<file path="src/rtl/buffer_ram_wr_arbiter_if.sv">
// Write-side bus of the frame buffer arbiter: capture stream, clear control,
// status flags and the RAM write port.
interface buffer_ram_wr_arbiter_if #(
  parameter int unsigned AW = 17,
  parameter int unsigned DW = 16
);
  logic          cap_valid;
  logic          cap_sof;
  logic [DW-1:0] cap_data;
  logic          cap_ready;
  logic          clr_start;
  logic [DW-1:0] clr_color;
  logic          clr_busy;
  logic          clr_done;
  logic          frame_done;
  logic          drop_err;
  logic [AW-1:0] mem_addr;
  logic [DW-1:0] mem_data;
  logic          mem_we;

  // master: requesters and RAM observer; slave: the arbiter itself
  modport master (
    output cap_valid, cap_sof, cap_data, clr_start, clr_color,
    input  cap_ready, clr_busy, clr_done, frame_done, drop_err,
           mem_addr, mem_data, mem_we
  );

  modport slave (
    input  cap_valid, cap_sof, cap_data, clr_start, clr_color,
    output cap_ready, clr_busy, clr_done, frame_done, drop_err,
           mem_addr, mem_data, mem_we
  );
endinterface

</file>
<file path="src/rtl/buffer_ram_wr_arbiter.sv">
// Write-port arbiter for the 320x240 RGB565 frame buffer: camera capture
// has priority, a frame-clear engine fills the buffer with one colour.
module buffer_ram_wr_arbiter #(
  parameter int unsigned AW   = 17,
  parameter int unsigned DW   = 16,
  parameter int unsigned NPIX = 76800
) (
  input  logic                   clk,
  input  logic                   rst,
  buffer_ram_wr_arbiter_if.slave bus
);

  localparam logic [AW-1:0] LAST = AW'(NPIX - 1);

  typedef enum logic [1:0] {IDLE, CAPTURE, CLEAR} state_t;

  state_t        state;
  logic [AW-1:0] cap_addr;
  logic [AW-1:0] clr_addr;
  logic          pending;
  logic [DW-1:0] fill;
  logic          clr_last;
  logic          accept;

  assign accept = bus.cap_valid && bus.cap_ready;

  always_ff @(posedge clk) begin
    if (rst) begin
      state          <= IDLE;
      cap_addr       <= '0;
      clr_addr       <= '0;
      pending        <= 1'b0;
      fill           <= '0;
      clr_last       <= 1'b0;
      bus.cap_ready  <= 1'b0;
      bus.clr_busy   <= 1'b0;
      bus.clr_done   <= 1'b0;
      bus.frame_done <= 1'b0;
      bus.drop_err   <= 1'b0;
      bus.mem_addr   <= '0;
      bus.mem_data   <= '0;
      bus.mem_we     <= 1'b0;
    end else begin
      bus.mem_we     <= 1'b0;
      bus.mem_addr   <= '0;
      bus.frame_done <= 1'b0;
      bus.clr_busy   <= 1'b0;
      bus.cap_ready  <= 1'b1;
      bus.clr_done   <= clr_last;
      clr_last       <= 1'b0;

      case (state)
        IDLE: begin
          if (accept && bus.cap_sof) begin
            bus.mem_we   <= 1'b1;
            bus.mem_data <= bus.cap_data;
            cap_addr     <= AW'(1);
            state        <= CAPTURE;
            if (bus.clr_start) begin
              pending <= 1'b1;
              fill    <= bus.clr_color;
            end
          end else if (pending || bus.clr_start) begin
            // non-sof pixels seen here are simply discarded
            state         <= CLEAR;
            pending       <= 1'b0;
            clr_addr      <= '0;
            bus.cap_ready <= 1'b0;
            if (bus.clr_start) fill <= bus.clr_color;
          end
        end

        CAPTURE: begin
          if (bus.clr_start) begin
            pending <= 1'b1;
            fill    <= bus.clr_color;
          end
          if (accept) begin
            bus.mem_we   <= 1'b1;
            bus.mem_data <= bus.cap_data;
            if (bus.cap_sof) begin
              cap_addr <= AW'(1);
            end else begin
              bus.mem_addr <= cap_addr;
              if (cap_addr == LAST) begin
                bus.frame_done <= 1'b1;
                cap_addr       <= '0;
                state          <= IDLE;
              end else begin
                cap_addr <= cap_addr + AW'(1);
              end
            end
          end
        end

        CLEAR: begin
          bus.mem_we   <= 1'b1;
          bus.mem_addr <= clr_addr;
          bus.mem_data <= fill;
          bus.clr_busy <= 1'b1;
          if (bus.cap_valid) bus.drop_err <= 1'b1;
          // clr_done follows one cycle behind the last write
          if (clr_addr == LAST) begin
            clr_addr <= '0;
            clr_last <= 1'b1;
            state    <= IDLE;
          end else begin
            clr_addr      <= clr_addr + AW'(1);
            bus.cap_ready <= 1'b0;
          end
        end

        default: state <= IDLE;
      endcase
    end
  end

endmodule

</file>
<file path="src/flat_wrapper.sv">
// flat-port wrapper written by rule: the top's interface ports become plain ports
module buffer_ram_wr_arbiter_flat 
#(
  parameter int unsigned AW   = 17,
  parameter int unsigned DW   = 16,
  parameter int unsigned NPIX = 76800
)
  (clk, rst, bus_cap_valid, bus_cap_sof, bus_cap_data, bus_clr_start, bus_clr_color, bus_cap_ready, bus_clr_busy, bus_clr_done, bus_frame_done, bus_drop_err, bus_mem_addr, bus_mem_data, bus_mem_we);
  buffer_ram_wr_arbiter_if #(.AW(AW), .DW(DW)) bus_i ();
  input  logic clk;
  input  logic rst;
  input wire logic [$bits(bus_i.cap_valid)-1:0] bus_cap_valid;
  input wire logic [$bits(bus_i.cap_sof)-1:0] bus_cap_sof;
  input wire logic [$bits(bus_i.cap_data)-1:0] bus_cap_data;
  input wire logic [$bits(bus_i.clr_start)-1:0] bus_clr_start;
  input wire logic [$bits(bus_i.clr_color)-1:0] bus_clr_color;
  output wire logic [$bits(bus_i.cap_ready)-1:0] bus_cap_ready;
  output wire logic [$bits(bus_i.clr_busy)-1:0] bus_clr_busy;
  output wire logic [$bits(bus_i.clr_done)-1:0] bus_clr_done;
  output wire logic [$bits(bus_i.frame_done)-1:0] bus_frame_done;
  output wire logic [$bits(bus_i.drop_err)-1:0] bus_drop_err;
  output wire logic [$bits(bus_i.mem_addr)-1:0] bus_mem_addr;
  output wire logic [$bits(bus_i.mem_data)-1:0] bus_mem_data;
  output wire logic [$bits(bus_i.mem_we)-1:0] bus_mem_we;
  assign bus_i.cap_valid = bus_cap_valid;
  assign bus_i.cap_sof = bus_cap_sof;
  assign bus_i.cap_data = bus_cap_data;
  assign bus_i.clr_start = bus_clr_start;
  assign bus_i.clr_color = bus_clr_color;
  assign bus_cap_ready = bus_i.cap_ready;
  assign bus_clr_busy = bus_i.clr_busy;
  assign bus_clr_done = bus_i.clr_done;
  assign bus_frame_done = bus_i.frame_done;
  assign bus_drop_err = bus_i.drop_err;
  assign bus_mem_addr = bus_i.mem_addr;
  assign bus_mem_data = bus_i.mem_data;
  assign bus_mem_we = bus_i.mem_we;
  buffer_ram_wr_arbiter #(.AW(AW), .DW(DW), .NPIX(NPIX)) u_core (.clk(clk), .rst(rst), .bus(bus_i));
endmodule
</file>
<file path="config.mk">
export PLATFORM = sky130hd
export DESIGN_NAME = buffer_ram_wr_arbiter_flat
export DESIGN_NICKNAME = d
export VERILOG_FILES = /design/src/rtl/buffer_ram_wr_arbiter_if.sv /design/src/rtl/buffer_ram_wr_arbiter.sv /design/src/flat_wrapper.sv
export SDC_FILE = /design/constraint.sdc
export NUM_CORES = 1
export LEC_CHECK = 0
export BUFFER_PORTS_ARGS = -buffer_cell sky130_fd_sc_hd__buf_4
export CORE_MARGIN = 4
export CORE_UTILIZATION = 40
export CTS_BUF_LIST = sky130_fd_sc_hd__clkbuf_8
export DETAILED_ROUTE_END_ITERATION = 6
export MAX_ROUTING_LAYER = met4
export SLEW_MARGIN = 0
export SYNTH_ARGS = -nofsm -noshare
export SYNTH_HDL_FRONTEND = slang
export SYNTH_SLANG_ARGS = --single-unit
</file>
<file path="constraint.sdc">
create_clock -name clk -period 2.2 [get_ports clk]
set_input_delay 0.55 -clock clk [delete_from_list [all_inputs] [get_ports clk]]
set_output_delay 0.55 -clock clk [all_outputs]
set_load 0.02 [all_outputs]
</file>
==> out/results.ini <==
[run_status]
run_status = completed

[clocking]
clk_latency_ns = 0.35
numCtsBuffers = 9
path_clk_slew_ns = 0.09
root_buffer = clkbuf_8
htreeDepth = 3
cts_tree = built
cts.sinks = 93
clockBufferDepth = 2

[routing]
wl_per_cell_um = 15.1
drt-total-wl_um = 10700
drc = 0
antenna_left = 0
vias = 3799
drt_first_iter_violations = 172
vias_per_cell = 5.34
firstDrtPassIters = 4

[timing]
clock_skew_ns = 0.00941
max_freq_ghz = 0.487
drv_slew = 0
min_period_over_period = 0.934
tightest_slew_ns = 0.648
rsz0062_at_grt = no
period_needed_ns = 2.06
finalHoldViolCount = 0
setup-tns-final_ns = 0
slew-limit-headroom = 0.565
finalSetupViolations = 0

[floorplanning]
start_util = 0.417
die_w_um = 110
fp.coreArea_mm2 = 0.00995
ioPinCount = 76
rows = 36
die_area_mm2 = 0.0121
die_h_um = 110

[synth]
synth_warnings = 0
synth_nets = 534
synth-edff-count = 0
synth_top_area_cell = dfxtp_1
ys_ff_latch = 93
syn_area_per_cell_um2 = 8.44
synth_cells = 491
yosys-top-cells-area = dfxtp_1, nand2_1, nor2_1, a21oi_1, mux2i_1
synth_area_mm2 = 0.00415
yosysUniqueCellTypes = 51
seq_area_frac_synth = 0.449
ys_async_sr_fraction = 0
synth_top_cell_area_share = 0.449
synth_ff_type = dfxtp_1

[pwr]
p_per_area_mw_per_mm2 = 964
p_seq_frac = 0.401
p_int_mw = 3.27
power_switching_mw = 1.72
ir_drop_mv = 0.443
switching_share = 0.344
power.leakage_nw = 2.03
pwr-share-comb = 0.342
power_frac_clock = 0.257

[critical_path]
startpoint = u_core.clr_addr[0]$_SDFFE_PP0P_
cp-end-kind = register
worst_ep_arrival_time_ns = 2.31
rr_startpoint = u_core.clr_addr[0]$_SDFFE_PP0P_
path_class = register to register
crit_fanout = 7
worstSetupStartpointType = register
crit_required_ns = 2.46

[grt]
grt_max_degree = 32
grt-ovfl-total = 0
grt_use_total = 0.189
grt_pass1_vias = 3577
antenna_found_initial = 0
grt_first_pass_wirelength_um = 17500

[placed_design]
place_congestion = 0.855
placed_cell_area_mm2 = 0.00495
hpwl_um = 7950
portBuffers = 75

[hold_path]
hold_path.class = input pin to register
min_from = bus_clr_color[8]

[final_layout]
final_common_cell = buf_4
finalNetCount = 617
final_cell_mix = buf_4, dfxtp_1, nand2_1
fin_area_mm2 = 0.00518
final.fill_count = 990
areaGrowthSynthToFinish_pct = 24.9
antenna_cells = 0
drive_gt1_frac = 0.221

[job]
cap_violations = 0

-- state kept, by name, indices dropped and copies added, names as in the netlist --
signal and cells:
u_core.bus.cap_ready 1, u_core.bus.clr_busy 1, u_core.bus.clr_done 1, u_core.bus.drop_err 1, u_core.bus.frame_done 1, u_core.bus.mem_addr 17
u_core.bus.mem_data 16, u_core.bus.mem_we 1, u_core.cap_addr 17, u_core.clr_addr 17, u_core.clr_last 1, u_core.fill 16
u_core.pending 1, u_core.state 2
-- final timing paths --
| check | end | slack [ns] | cells past startpoint |
|---|---|---|---|
| worst max-delay path | u_core.state[1]$_SDFFE_PP0P_ | 0.14 | 6 |
| worst min-delay path | u_core.fill[8]$_SDFFE_PP0P_ | 0.44 | 3 |
| worst max register to register | u_core.state[1]$_SDFFE_PP0P_ | 0.14 | 6 |
| worst min register to register | u_core.bus.clr_done$_SDFF_PP0_ | 0.45 | 1 |
-- per-stage QoR --
stage               total power, mW  cells  utilization  hold WS, ns  worst slack [ns]
finish                         4.99    712        0.520        0.440             0.145
global route                   5.30    712        0.520        0.408            0.0261
CTS                            5.03    712        0.520        0.417             0.108
detailed placement             3.76    696        0.497        0.434             0.159
global placement               3.73    696        0.497        0.422             0.213
floorplan                      3.13    491            -        0.414             0.264
-- area by class of cell --
type	count	area [µm²]	share of cell area
flip-flops and latches	93	1860	0.360
well taps	133	166	0.0321
repair buffers	100	763	0.147
clock inverters	5	73.8	0.0143
clock buffers	11	151	0.0292
inverters	14	52.6	0.0101
multi-input cells	356	2110	0.407
-- cells in the mapped netlist (4+ instances only) --
cell type,count
nand3_1,21
nor2_1,59
ha_1,6
mux2i_1,17
inv_1,14
dfxtp_1,93
xor2_1,6
o21ai_0,18
buf_2,4
nand2_1,60
a22o_1,4
and3_1,7
clkbuf_1,16
and2_1,5
nand4_1,13
a22oi_1,18
a21o_1,4
or3_1,8
a211oi_1,19
nor3_1,6
a31oi_1,4
a21oi_1,41
-- cell families after synthesis --
group,after synthesis,synth area share
mux,18,0.0438
flops,93,0.449
simple gates,203,0.241
xor+xnor,8,0.0169
fa+ha+maj,6,0.0181
buf+inv,42,0.0450
compound gates,121,0.186
-- routing by layer --
metal	part of all wire	global-route usage	wire length [µm]	vias up
met5	0	-	0	-
met4	0.011	0.0543	119	0
met3	0.048	0.0423	512	8
met2	0.47	0.292	5080	85
met1	0.47	0.248	5030	1796
li1	-	-	-	1910
-- critical path, stage by stage (launching register included) --
cell and delay, ns:
dfxtp_1 0.41, ha_1 0.20, and4_1 0.19, and4b_1 0.37, a21oi_1 0.18, or4_1 0.53, o31ai_1 0.08
-- power by group through the flow --
stage	combinational, mW	clock [mW]	sequential, mW
CTS	1.72	1.31	2.00
finish	1.71	1.28	2.00
global route	1.88	1.38	2.03
floorplan	0.941	0	2.19
global placement	1.69	0	2.03
detailed placement	1.72	0	2.04
-- repair_timing --
item	in CTS	in global routing
endpoints found under the setup margin	0	13
hold buffers	0	0
endpoints found under the hold margin	0	0
buffers inserted	0	0
resized for setup	0	2
Power figures use the tool's default switching activity.
